$ cat src/rtl/imgproc_bgsub_param_pkg.sv
// Shared types for the background-subtraction engine: lane modes and FSM states.
// Pure declarations, no logic or latency of its own.
package imgproc_bgsub_param_pkg;

  typedef enum logic [1:0] {
    MODE_ABS   = 2'd0,
    MODE_CLAMP = 2'd1,
    MODE_MASK  = 2'd2,
    MODE_RSVD  = 2'd3
  } mode_t;

  typedef enum logic [1:0] {
    ST_IDLE  = 2'd0,
    ST_RUN   = 2'd1,
    ST_DRAIN = 2'd2,
    ST_DONE  = 2'd3
  } state_t;

endpackage

$ cat src/rtl/imgproc_bgsub_param_if.sv
// Host/BRAM-facing bundle of the engine; slave is the engine, master is the host plus memories.
// No latency; start/busy is the only flow control and there is no write backpressure.
interface imgproc_bgsub_param_if #(
  parameter int PIX_W   = 8,
  parameter int LANES   = 16,
  parameter int ADDR_W  = 13,
  parameter int FRAME_W = 3,
  parameter int CNT_W   = 16
);
  logic                     start;
  logic [1:0]               mode;
  logic [PIX_W-1:0]         thresh;
  logic [PIX_W*LANES-1:0]   readPixel;
  logic [PIX_W*LANES-1:0]   bgPixel;
  logic [ADDR_W-1:0]        readAddress;
  logic [ADDR_W-1:0]        writeAddress;
  logic [PIX_W*LANES-1:0]   subtractedPixel;
  logic                     writeEn;
  logic [FRAME_W-1:0]       currentFrame;
  logic [CNT_W-1:0]         goodCnt;
  logic [CNT_W-1:0]         badCnt;
  logic                     busy;
  logic                     frameDone;

  modport master (
    output start, mode, thresh, readPixel, bgPixel,
    input  readAddress, writeAddress, subtractedPixel, writeEn,
           currentFrame, goodCnt, badCnt, busy, frameDone
  );

  modport slave (
    input  start, mode, thresh, readPixel, bgPixel,
    output readAddress, writeAddress, subtractedPixel, writeEn,
           currentFrame, goodCnt, badCnt, busy, frameDone
  );
endinterface

$ cat src/rtl/imgproc_bgsub_param_lane_diff.sv
// One pixel lane: frame minus background under the selected mode, plus bad-lane flag.
// Purely combinational; no backpressure.
module imgproc_bgsub_param_lane_diff
  import imgproc_bgsub_param_pkg::*;
#(
  parameter int PIX_W = 8
) (
  input  logic [PIX_W-1:0] pix,
  input  logic [PIX_W-1:0] bg,
  input  logic [PIX_W-1:0] thresh,
  input  mode_t            mode,
  output logic [PIX_W-1:0] result,
  output logic             isBad
);

  logic [PIX_W-1:0] absDiff;

  // Classification is always on the absolute difference, whatever the output mode.
  always_comb begin
    absDiff = (pix > bg) ? (pix - bg) : (bg - pix);
    isBad   = (absDiff > thresh);
    result  = '0;
    case (mode)
      MODE_ABS:   result = absDiff;
      MODE_CLAMP: result = (pix > bg) ? (pix - bg) : '0;
      MODE_MASK:  result = isBad ? '1 : '0;
      default:    result = '0;
    endcase
  end

endmodule

$ cat src/rtl/imgproc_bgsub_param.sv
// Frame-pass background subtraction: streams NUM_WORDS words, writes results, counts good/bad lanes.
// Results READ_LAT+1 cycles after each read address; start accepted only when idle, no backpressure.
module imgproc_bgsub_param
  import imgproc_bgsub_param_pkg::*;
#(
  parameter int PIX_W     = 8,
  parameter int LANES     = 16,
  parameter int ADDR_W    = 13,
  parameter int NUM_WORDS = 8192,
  parameter int READ_LAT  = 1,
  parameter int FRAME_W   = 3,
  parameter int CNT_W     = 16
) (
  input  logic                  clk,
  input  logic                  rstN,
  imgproc_bgsub_param_if.slave  bus
);

  localparam int WORD_W = PIX_W * LANES;
  localparam int PC_W   = $clog2(LANES + 1);
  localparam int SUM_W  = ((CNT_W > PC_W) ? CNT_W : PC_W) + 1;
  localparam logic [ADDR_W-1:0] LAST_ADDR = ADDR_W'(NUM_WORDS - 1);
  localparam logic [CNT_W-1:0]  CNT_MAX   = '1;

  state_t              state, stateNext;
  logic [ADDR_W-1:0]   addr;
  logic [2:0]          drainCnt;
  mode_t               modeReg;
  logic [PIX_W-1:0]    threshReg;
  logic [READ_LAT-1:0] vldPipe;
  logic [ADDR_W-1:0]   addrPipe [READ_LAT];
  logic [WORD_W-1:0]   laneRes;
  logic [LANES-1:0]    laneBad;
  logic [PC_W-1:0]     badPop;
  logic [CNT_W-1:0]    goodAcc, badAcc;
  logic [CNT_W-1:0]    goodCntReg, badCntReg;
  logic [FRAME_W-1:0]  frameReg;
  logic [ADDR_W-1:0]   wrAddrReg;
  logic [WORD_W-1:0]   wrDataReg;
  logic                wrEnReg;
  logic                doneReg;
  logic                startAcc;

  function automatic logic [CNT_W-1:0] satAdd(input logic [CNT_W-1:0] a, input logic [PC_W-1:0] b);
    logic [SUM_W-1:0] s;
    s = SUM_W'(a) + SUM_W'(b);
    return (s > SUM_W'(CNT_MAX)) ? CNT_MAX : s[CNT_W-1:0];
  endfunction

  for (genvar g = 0; g < LANES; g++) begin : genLane
    imgproc_bgsub_param_lane_diff #(.PIX_W(PIX_W)) uLane (
      .pix    (bus.readPixel[g*PIX_W +: PIX_W]),
      .bg     (bus.bgPixel[g*PIX_W +: PIX_W]),
      .thresh (threshReg),
      .mode   (modeReg),
      .result (laneRes[g*PIX_W +: PIX_W]),
      .isBad  (laneBad[g])
    );
  end

  always_comb begin
    badPop = '0;
    for (int i = 0; i < LANES; i++) badPop = badPop + PC_W'(laneBad[i]);
  end

  assign startAcc = (state == ST_IDLE) && bus.start;

  always_ff @(posedge clk) begin
    if (!rstN) state <= ST_IDLE;
    else       state <= stateNext;
  end

  always_comb begin
    stateNext = state;
    case (state)
      ST_IDLE:  if (bus.start) stateNext = ST_RUN;
      ST_RUN:   if (addr == LAST_ADDR) stateNext = ST_DRAIN;
      ST_DRAIN: if (drainCnt == 3'(READ_LAT)) stateNext = ST_DONE;
      ST_DONE:  stateNext = ST_IDLE;
      default:  stateNext = ST_IDLE;
    endcase
  end

  always_ff @(posedge clk) begin
    if (!rstN) begin
      addr       <= '0;
      drainCnt   <= '0;
      modeReg    <= MODE_ABS;
      threshReg  <= '0;
      vldPipe    <= '0;
      for (int i = 0; i < READ_LAT; i++) addrPipe[i] <= '0;
      wrEnReg    <= 1'b0;
      wrAddrReg  <= '0;
      wrDataReg  <= '0;
      goodAcc    <= '0;
      badAcc     <= '0;
      goodCntReg <= '0;
      badCntReg  <= '0;
      frameReg   <= '0;
      doneReg    <= 1'b0;
    end else begin
      doneReg <= 1'b0;
      if (startAcc) begin
        addr      <= '0;
        modeReg   <= mode_t'(bus.mode);
        threshReg <= bus.thresh;
      end else if (state == ST_RUN && addr != LAST_ADDR) begin
        addr <= addr + ADDR_W'(1);
      end
      drainCnt <= (state == ST_DRAIN) ? drainCnt + 3'd1 : 3'd0;

      // Address/valid delay line lines up with data returning from the BRAMs.
      vldPipe[0]  <= (state == ST_RUN);
      addrPipe[0] <= addr;
      for (int i = 1; i < READ_LAT; i++) begin
        vldPipe[i]  <= vldPipe[i-1];
        addrPipe[i] <= addrPipe[i-1];
      end

      wrEnReg <= vldPipe[READ_LAT-1];
      if (vldPipe[READ_LAT-1]) begin
        wrAddrReg <= addrPipe[READ_LAT-1];
        wrDataReg <= laneRes;
        goodAcc   <= satAdd(goodAcc, PC_W'(LANES) - badPop);
        badAcc    <= satAdd(badAcc, badPop);
      end

      // Pipeline is empty by the last drain cycle, so publishing here sees final sums.
      if (state == ST_DRAIN && stateNext == ST_DONE) begin
        goodCntReg <= goodAcc;
        badCntReg  <= badAcc;
        goodAcc    <= '0;
        badAcc     <= '0;
        frameReg   <= frameReg + FRAME_W'(1);
        doneReg    <= 1'b1;
      end
    end
  end

  assign bus.readAddress     = addr;
  assign bus.writeAddress    = wrAddrReg;
  assign bus.subtractedPixel = wrDataReg;
  assign bus.writeEn         = wrEnReg;
  assign bus.currentFrame    = frameReg;
  assign bus.goodCnt         = goodCntReg;
  assign bus.badCnt          = badCntReg;
  assign bus.frameDone       = doneReg;
  assign bus.busy            = (state != ST_IDLE);

endmodule

$ cat src/flat_wrapper.sv
// flat-port wrapper written by rule: the top's interface ports become plain ports
module imgproc_bgsub_param_flat import imgproc_bgsub_param_pkg::*;
#(
  parameter int PIX_W     = 8,
  parameter int LANES     = 16,
  parameter int ADDR_W    = 13,
  parameter int NUM_WORDS = 8192,
  parameter int READ_LAT  = 1,
  parameter int FRAME_W   = 3,
  parameter int CNT_W     = 16
)
  (clk, rstN, bus_start, bus_mode, bus_thresh, bus_readPixel, bus_bgPixel, bus_readAddress, bus_writeAddress, bus_subtractedPixel, bus_writeEn, bus_currentFrame, bus_goodCnt, bus_badCnt, bus_busy, bus_frameDone);
  imgproc_bgsub_param_if #(.PIX_W(PIX_W), .LANES(LANES), .ADDR_W(ADDR_W), .FRAME_W(FRAME_W), .CNT_W(CNT_W)) bus_i ();
  input  logic clk;
  input  logic rstN;
  input wire logic [$bits(bus_i.start)-1:0] bus_start;
  input wire logic [$bits(bus_i.mode)-1:0] bus_mode;
  input wire logic [$bits(bus_i.thresh)-1:0] bus_thresh;
  input wire logic [$bits(bus_i.readPixel)-1:0] bus_readPixel;
  input wire logic [$bits(bus_i.bgPixel)-1:0] bus_bgPixel;
  output wire logic [$bits(bus_i.readAddress)-1:0] bus_readAddress;
  output wire logic [$bits(bus_i.writeAddress)-1:0] bus_writeAddress;
  output wire logic [$bits(bus_i.subtractedPixel)-1:0] bus_subtractedPixel;
  output wire logic [$bits(bus_i.writeEn)-1:0] bus_writeEn;
  output wire logic [$bits(bus_i.currentFrame)-1:0] bus_currentFrame;
  output wire logic [$bits(bus_i.goodCnt)-1:0] bus_goodCnt;
  output wire logic [$bits(bus_i.badCnt)-1:0] bus_badCnt;
  output wire logic [$bits(bus_i.busy)-1:0] bus_busy;
  output wire logic [$bits(bus_i.frameDone)-1:0] bus_frameDone;
  assign bus_i.start = bus_start;
  assign bus_i.mode = bus_mode;
  assign bus_i.thresh = bus_thresh;
  assign bus_i.readPixel = bus_readPixel;
  assign bus_i.bgPixel = bus_bgPixel;
  assign bus_readAddress = bus_i.readAddress;
  assign bus_writeAddress = bus_i.writeAddress;
  assign bus_subtractedPixel = bus_i.subtractedPixel;
  assign bus_writeEn = bus_i.writeEn;
  assign bus_currentFrame = bus_i.currentFrame;
  assign bus_goodCnt = bus_i.goodCnt;
  assign bus_badCnt = bus_i.badCnt;
  assign bus_busy = bus_i.busy;
  assign bus_frameDone = bus_i.frameDone;
  imgproc_bgsub_param #(.PIX_W(PIX_W), .LANES(LANES), .ADDR_W(ADDR_W), .NUM_WORDS(NUM_WORDS), .READ_LAT(READ_LAT), .FRAME_W(FRAME_W), .CNT_W(CNT_W)) u_core (.clk(clk), .rstN(rstN), .bus(bus_i));
endmodule
$ cat config.mk
export PLATFORM = sky130hd
export DESIGN_NAME = imgproc_bgsub_param_flat
export DESIGN_NICKNAME = d
export VERILOG_FILES = /design/src/rtl/imgproc_bgsub_param_pkg.sv /design/src/rtl/imgproc_bgsub_param_if.sv /design/src/rtl/imgproc_bgsub_param_lane_diff.sv /design/src/rtl/imgproc_bgsub_param.sv /design/src/flat_wrapper.sv
export SDC_FILE = /design/constraint.sdc
export NUM_CORES = 1
export LEC_CHECK = 0
export CORE_MARGIN = 4
export CORE_UTILIZATION = 60
export CTS_BUF_LIST = sky130_fd_sc_hd__clkbuf_16
export DETAILED_ROUTE_END_ITERATION = 10
export PLACE_DENSITY = 0.89
export SYNTH_ARGS = -nofsm -noshare
export SYNTH_HDL_FRONTEND = slang
export SYNTH_SLANG_ARGS = --single-unit
$ cat constraint.sdc
create_clock -name clk -period 25.4 [get_ports clk]
set_input_delay 5.08 -clock clk [delete_from_list [all_inputs] [get_ports clk]]
set_output_delay 5.08 -clock clk [all_outputs]
set_load 0.01 [all_outputs]
==> Word level (Yosys, flattened, before mapping) <==
Memories as Yosys holds them, arrays and structs flattened. A register that Yosys moved wholly into a read port is not among the register bits.
Cells that the tools add are included.
{ "classes": {"n_lt_le_gt_ge": 34, "n_addsub": 53, "n_reduce_logical": 11, "bitwise_logic": 1, "eq_ne": 9, "muxes": 75} }
{ "ops": {"columns": ["operator", "n"], "rows": [
  ["two-way mux 8 bit", 48],
  ["one-hot mux 8 bit (3 select lines)", 16],
  ["> comparator 8 bit", 32],
  ["subtractor 8 bit", 32],
  ["adder 5 x 1 -> 5 bit", 14],
  ["adder 16 x 5 -> 17 bit", 2],
  ["> comparator 17 x 16 -> 1 bit, second input constant", 2],
  ["two-way mux 16 bit", 2],
  ["adder 13 x 1 -> 13 bit, second input constant", 1],
  ["equality test 13 bit, second input constant", 1],
  ["two-way mux 13 bit", 1],
  ["inequality test 13 bit, second input constant", 1],
  ["OR reduction 13 bit", 1],
  ["equality test 2 bit, second input constant", 4],
  ["one-hot mux 2 bit (4 select lines)", 1],
  ["adder 3 x 1 -> 3 bit, second input constant", 2],
  ["two-way mux 2 bit", 3],
  ["subtractor 5 bit, first input constant", 1],
  ["equality test 2 x 1 -> 1 bit, second input constant", 2],
  ["zero test 2 bit", 2],
  ["two-way mux 1 bit", 4],
  ["OR reduction 2 bit", 2],
  ["equality test 3 x 1 -> 1 bit, second input constant", 1],
  ["logical AND 1 bit", 3],
  ["other kinds (5)", 5]
]} }
{ "totals": {"regBits": 226, "in_bits": 269, "memories": 1, "output_inout_bits": 192, "ramBits": 13, "elab_cells": 198} }
{ "memory_table": {"columns": ["name", "words", "width", "read_ports", "rd_clocked_by_memory_dff", "wr", "line", "source"], "rows": [
  ["u_core.addrPipe", 1, 13, 1, 1, 1, "imgproc_bgsub_param.sv:31", "logic [ADDR_W-1:0] addrPipe [READ_LAT];"]
]} }

==> Logic depth before layout (Yosys ltp) <==
{ "logic_depth": {"word_depth": 22, "ltp_mapped": 36, "mapped_depth_nobuf": 34} }

==> Hierarchy <==
A second synthesis with hierarchy kept.
{ "unflattened": {"hier_cells": 3470, "hier_area_um2": 28494.8} }
{ "modules_own_cells": {"columns": ["mod", "seq_area_each_um2", "cells_per_inst", "area_per_inst_um2", "n_inst"], "rows": [
  ["imgproc_bgsub_param", 5044.8, 981, 9959.6, 1],
  ["imgproc_bgsub_param_lane_diff (u_core.genLane[11].uLane ...)", 0.0, 156, 1123.6, 8],
  ["imgproc_bgsub_param_lane_diff (u_core.genLane[0].uLane ...)", 0.0, 156, 1208.7, 6],
  ["imgproc_bgsub_param_lane_diff (u_core.genLane[9].uLane)", 0.0, 153, 1148.6, 1],
  ["imgproc_bgsub_param_lane_diff (u_core.genLane[2].uLane)", 0.0, 152, 1146.1, 1]
]} }

==> Worst setup path before layout <==
OpenSTA, ideal clock, no wires.
{ "synth_timing": {"kind": "input port to flip-flop", "from": "input bus_readPixel[88]", "to": "register u_core.goodAcc[13]", "t_required_ns": 25.314, "arrival_time_ns": 12.616, "n_path_buf": 2, "stages": 32, "slack_ns": 12.698, "setup_time_ns": 0.086, "cell_sequence": "inv_1 ha_1 inv_1 fa_1 a211oi_1 nor3_1 o21a_1 buf_2 buf_2 mux2_2 ha_1 nor2b_1 o211ai_1 a21oi_1 o22ai_1 fa_1 inv_1 fa_1 fa_1 fa_1 inv_1 fa_1 fa_1 ha_1 inv_1 fa_1 nor2b_1 o21ai_0 a21boi_1 o2111ai_1 and4_1 a211oi_1"} }
{ "synth_between": {"elab_chain_cells": 12, "word_cells_on_any_way": 14, "classes_between": "add/sub (9); order compare (3); mux (2)"} }
{ "synth_lines": {"columns": ["element", "line", "source"], "rows": [
  ["from (decl)", "flat_wrapper.sv:19", "input wire logic [$bits(bus_i.readPixel)-1:0] bus_readPixel;"],
  ["subtractor 8 bit / > comparator 8 bit (equally long branches)", "imgproc_bgsub_param_lane_diff.sv:20", "absDiff = (pix > bg) ? (pix - bg) : (bg - pix);"],
  ["two-way mux 8 bit *", "imgproc_bgsub_param_lane_diff.sv:20", null],
  ["> comparator 8 bit *", "imgproc_bgsub_param_lane_diff.sv:21", "isBad = (absDiff > thresh);"],
  ["adder 5 x 1 -> 5 bit * (5 in series)", "imgproc_bgsub_param.sv:63", "for (int i = 0; i < LANES; i++) badPop = badPop + PC_W'(laneBad[i]);"],
  ["subtractor 5 bit *", "imgproc_bgsub_param.sv:124", "goodAcc <= satAdd(goodAcc, PC_W'(LANES) - badPop);"],
  ["adder 16 x 5 -> 17 bit *", "imgproc_bgsub_param.sv:46", "s = SUM_W'(a) + SUM_W'(b);"],
  ["> comparator 17 x 16 -> 1 bit", "imgproc_bgsub_param.sv:47", "return (s > SUM_W'(CNT_MAX)) ? CNT_MAX : s[CNT_W-1:0];"],
  ["two-way mux 16 bit *", "imgproc_bgsub_param.sv:47", null],
  ["to (signal assigned)", "imgproc_bgsub_param.sv:124", null],
  ["to (decl)", "imgproc_bgsub_param.sv:35", "logic [CNT_W-1:0] goodAcc, badAcc;"]
]} }
Mark *: on every way between the ends. The rest lies on a longest branch, timed or not.
A chain may end at the register's enable or synchronous reset.

==> Worst setup path after layout <==
{ "layout_timing": {"from": "input bus_bgPixel[13]", "to": "register u_core.goodAcc[13]"} }
{ "layout_between": {"elab_chain_cells": 22, "word_cells_on_any_way": 24, "classes_between": "add/sub (19); order compare (3); mux (2)"} }
{ "layout_lines": {"columns": ["element", "line", "source"], "rows": [
  ["from (decl)", "flat_wrapper.sv:20", "input wire logic [$bits(bus_i.bgPixel)-1:0] bus_bgPixel;"],
  ["subtractor 8 bit / > comparator 8 bit (equally long branches)", "imgproc_bgsub_param_lane_diff.sv:20", null],
  ["two-way mux 8 bit *", "imgproc_bgsub_param_lane_diff.sv:20", null],
  ["> comparator 8 bit *", "imgproc_bgsub_param_lane_diff.sv:21", null],
  ["adder 1 x 1 -> 2 bit *", "imgproc_bgsub_param.sv:63", null],
  ["adder 5 x 1 -> 5 bit * (14 in series)", "imgproc_bgsub_param.sv:63", null],
  ["subtractor 5 bit *", "imgproc_bgsub_param.sv:124", null],
  ["adder 16 x 5 -> 17 bit *", "imgproc_bgsub_param.sv:46", null],
  ["> comparator 17 x 16 -> 1 bit", "imgproc_bgsub_param.sv:47", null],
  ["two-way mux 16 bit *", "imgproc_bgsub_param.sv:47", null]
]} }
Marked as above.

==> flow_summary_export.csv <==
group,metric,value,unit
detailed_routing,drt_iter0_drc,3009,
placement,gp_congestion,0.982,
setup_path,timing.rr.start,"u_core.threshReg[6]",
clocking,htreeDepth,1,
floorplan,dieWidth,223,um
setup_path,critical_path_buf_inv_count,4,
final_layout,synthToLayoutAreaGrowth,20.4,%
grt,overflow,0,
setup_path,max_stage_delay,0.92,ns
setup_path,critical_path_class,"in -> reg",
clocking,clk_pin_slew,0.07,ns
clocking,cts_buffers,29,
grt,grt_max_degree,59,
setup_path,crit_path_end_kind,"flop",
detailed_routing,via_per_inst,6.35,
sta,setup_violations,0,
detailed_routing,drc,0,
sta,fin_crit,14.57,ns
setup_path,cp_slowest_cell,"o21ai_0",
grt,grt_pass1_vias,27646,
sta,max-slew-margin-rel,19.8,%
clocking,clockBufferDepth,3,
synthesis,syn-cell-area,27700,um2
clocking,cts_tree,"built",
clocking,clock-root-buffer,"clkbuf_16",
synthesis,synth.top_cell.area_share,18.2,%
min_path,hp-start,"u_core.bus.subtractedPixel[120]",
sta,hold_viol,0,
floorplan,die_h,223,um
synthesis,synth_edf_count,0,
grt,grt_usage,35.9,%
placement,portBuffers,460,
synthesis,synth_area_per_cell,7.73,um2
final_layout,fin_area,33400,um2
detailed_routing,route.met2.wl,43.0,mm
sta,fmax,68.7,MHz
floorplan,coreArea,45600,um2
setup_path,required,25.89,ns
synthesis,synth.largest_area_cell,"dfxtp_1",
placement,dpl.cell_count,4488,
detailed_routing,top_layer,"met5",
final_layout,drive_gt1_share,4.01,%
final_layout,register_area,5050,um2
detailed_routing,first_pass_iters,6,
final_layout,instances_no_fill,4547,
sta,drv_slew,0,
sta,fin_crit_sh,57.3,%
setup_path,cp_common_cell,"fa_1",
synthesis,synth_ff_type,"dfxtp_1",
clocking,hold_buffers,0,
sta,rsz0062_at_grt,"false",
sta,fin_skew,0.0220,ns
floorplan,die-area,49700,um2
setup_path,reg2reg_depth,23,
power,peakVddDrop,0.359,mV
final_layout,layout.nets,4620,
run,cap_violations,0,
setup_path,critPathTopFamily,"adder cells",
clocking,clk_latency,0.59,ns
synthesis,synthTopCellsByArea,"dfxtp_1 18%, ha_1 18%, a21oi_1 5.9%",
synthesis,netlist_instances,3590,
setup_path,cp_num_cells,29,
synthesis,synth_cell_types,95,
final_layout,multiInputGateArea,20500,um2
placement,placed_area,32500,um2
floorplan,start_util,60.9,%
sta,final.setup.tns,0,ns
setup_path,cp_max_fo,14,
min_path,hp-class,"reg -> reg",
detailed_routing,drt-met1-wl,37.0,mm
min_path,min_path_cells,2,
setup_path,cp-start-kind,"primary input",
placement,post-dp-hpwl,70.4,mm
grt,grt_antenna_before_repair,11,
synthesis,ys_seq_area_share,18.2,%
detailed_routing,wirelength,95.2,mm
detailed_routing,dr_wl_met3,9.35,mm
detailed_routing,wire_per_inst,20.9,um
clocking,cts_resized,0,
floorplan,rows,78,
clocking,postCtsSetupBuffers,0,
setup_path,crit_start,"bus_bgPixel[13]",
final_layout,nFillCells,3564,
synthesis,ys_async_sr_fraction,0,%
detailed_routing,ant_nets,0,
outcome,outcome,"finished clean",
synthesis,ys_seq_elements,252,
power,p_leak,0.0144,uW
detailed_routing,vias,28882,
power,power_per_cell_area,84.0,nW/um2
setup_path,arrival,15.05,ns
sta,worst_pin_slew,1.19,ns
synthesis,syn-num-nets,4291,
clocking,cts.sinks,252,
grt,grt_pass1_wl,147,mm
floorplan,io_pins,461,
synthesis,yosysWarnings,0,
synth_stat cells (11+ instances only):
cell type and n:
or3_1 31, ha_1 388, o221ai_1 20, nor2_1 206, a31o_2 15, o311ai_0 16
nand2b_1 12, a221oi_1 19, o21ai_0 185, fa_1 44, o21bai_1 12, a211oi_1 49
a21o_1 79, nand2_1 312, dfxtp_1 252, o22ai_1 13, mux2_2 12, nand4_1 62
nand3b_1 31, o21a_1 42, xnor2_1 127, a31oi_1 57, nor2b_1 61, clkbuf_1 80
a22o_1 20, a22oi_1 14, buf_2 76, and4_1 13, a211o_1 11, mux2i_1 77
a21oi_1 328, and3_1 22, xor2_1 78, o211ai_1 52, nor3_1 70, buf_1 15
and2_1 29, a311oi_1 14, inv_1 358, nand3_1 79
through the flow:
step                worst slack [ns]  power [uW]  hold slack [ns]  util (%)
floorplan                      12.70        1900            0.421         -
global placement               10.76        2260            0.432      71.2
detailed placement             10.39        2360            0.437      71.2
CTS                            10.98        2790            0.446      73.2
global route                   10.30        3060            0.464      73.2
finish                         10.83        2800            0.446      73.2
placed cells by master (no fill, tap or decap), types with 57 or more instances in the layout:
cell	count
clkdlybuf4s50_1	459
ha_1	388
inv_1	360
a21oi_1	327
nand2_1	311
dfxtp_1	248
nor2_1	202
o21ai_0	185
xnor2_1	127
a21o_1	79
nand3_1	79
xor2_1	78
mux2i_1	77
nor3_1	70
nand4_1	62
nor2b_1	61
a31oi_1	57
layout make-up:
type	count	area share, %
inverters	358	4.03
clock inverters	23	0.555
multi-input cells	2791	61.4
repair buffers	487	14.4
diodes	7	0.0525
clock buffers	29	2.17
well taps	600	2.25
flip-flops and latches	252	15.1
cells by family (layout without fill, tap and decap cells):
logic type	Yosys count	count (layout)	synth area share [%]
AOI/OAI and AO/OA	1090	1090	26.1
xor gates and xnor gates	205	205	6.47
adders and majority gates	432	432	20.7
buffers and inverters	547	897	8.05
DFF	252	252	18.2
muxes	90	90	3.31
other	0	7	0
and+or+nand+nor	974	974	17.2
power breakdown:
part           internal [uW]  switching (uW)
logic                    848            1100
registers                417            23.6
clock network            229             187
total                   1490            1310
registers in the layout, summed over array words and instances, names as in the netlist:
| name | cells |
|---|---|
| u_core.drainCnt | 3 |
| u_core.threshReg | 8 |
| u_core.bus.goodCnt | 16 |
| u_core.modeReg | 2 |
| u_core.bus.badCnt | 16 |
| u_core.bus.currentFrame | 3 |
| u_core.bus.writeEn | 1 |
| u_core.goodAcc | 16 |
| u_core.bus.frameDone | 1 |
| u_core.state | 2 |
| u_core.badAcc | 16 |
| u_core.vldPipe | 1 |
| u_core.addrPipe | 13 |
| u_core.bus.subtractedPixel | 128 |
| u_core.bus.readAddress | 13 |
| u_core.bus.writeAddress | 13 |
worst paths after layout:
kind	slack, ns	to
worst min register to register	0.45	u_core.bus.subtractedPixel[120]
worst max register to register	17.20	u_core.goodAcc[13]
worst min-delay path	0.45	u_core.bus.subtractedPixel[120]
worst max-delay path	10.83	u_core.goodAcc[13]
tightest hold or removal path: stages, from the launching register on:
cell	delay [ns]
dfxtp_1	0.31
nand2_1	0.05
nand2_1	0.04
layer usage:
layer,vias to the layer above,global-route usage [%]
li1,13504,-
met1,13502,44.4
met2,1492,59.6
met3,376,6.70
met4,8,18.3
met5,-,0
No activity file was read; power rests on OpenSTA's default activity.
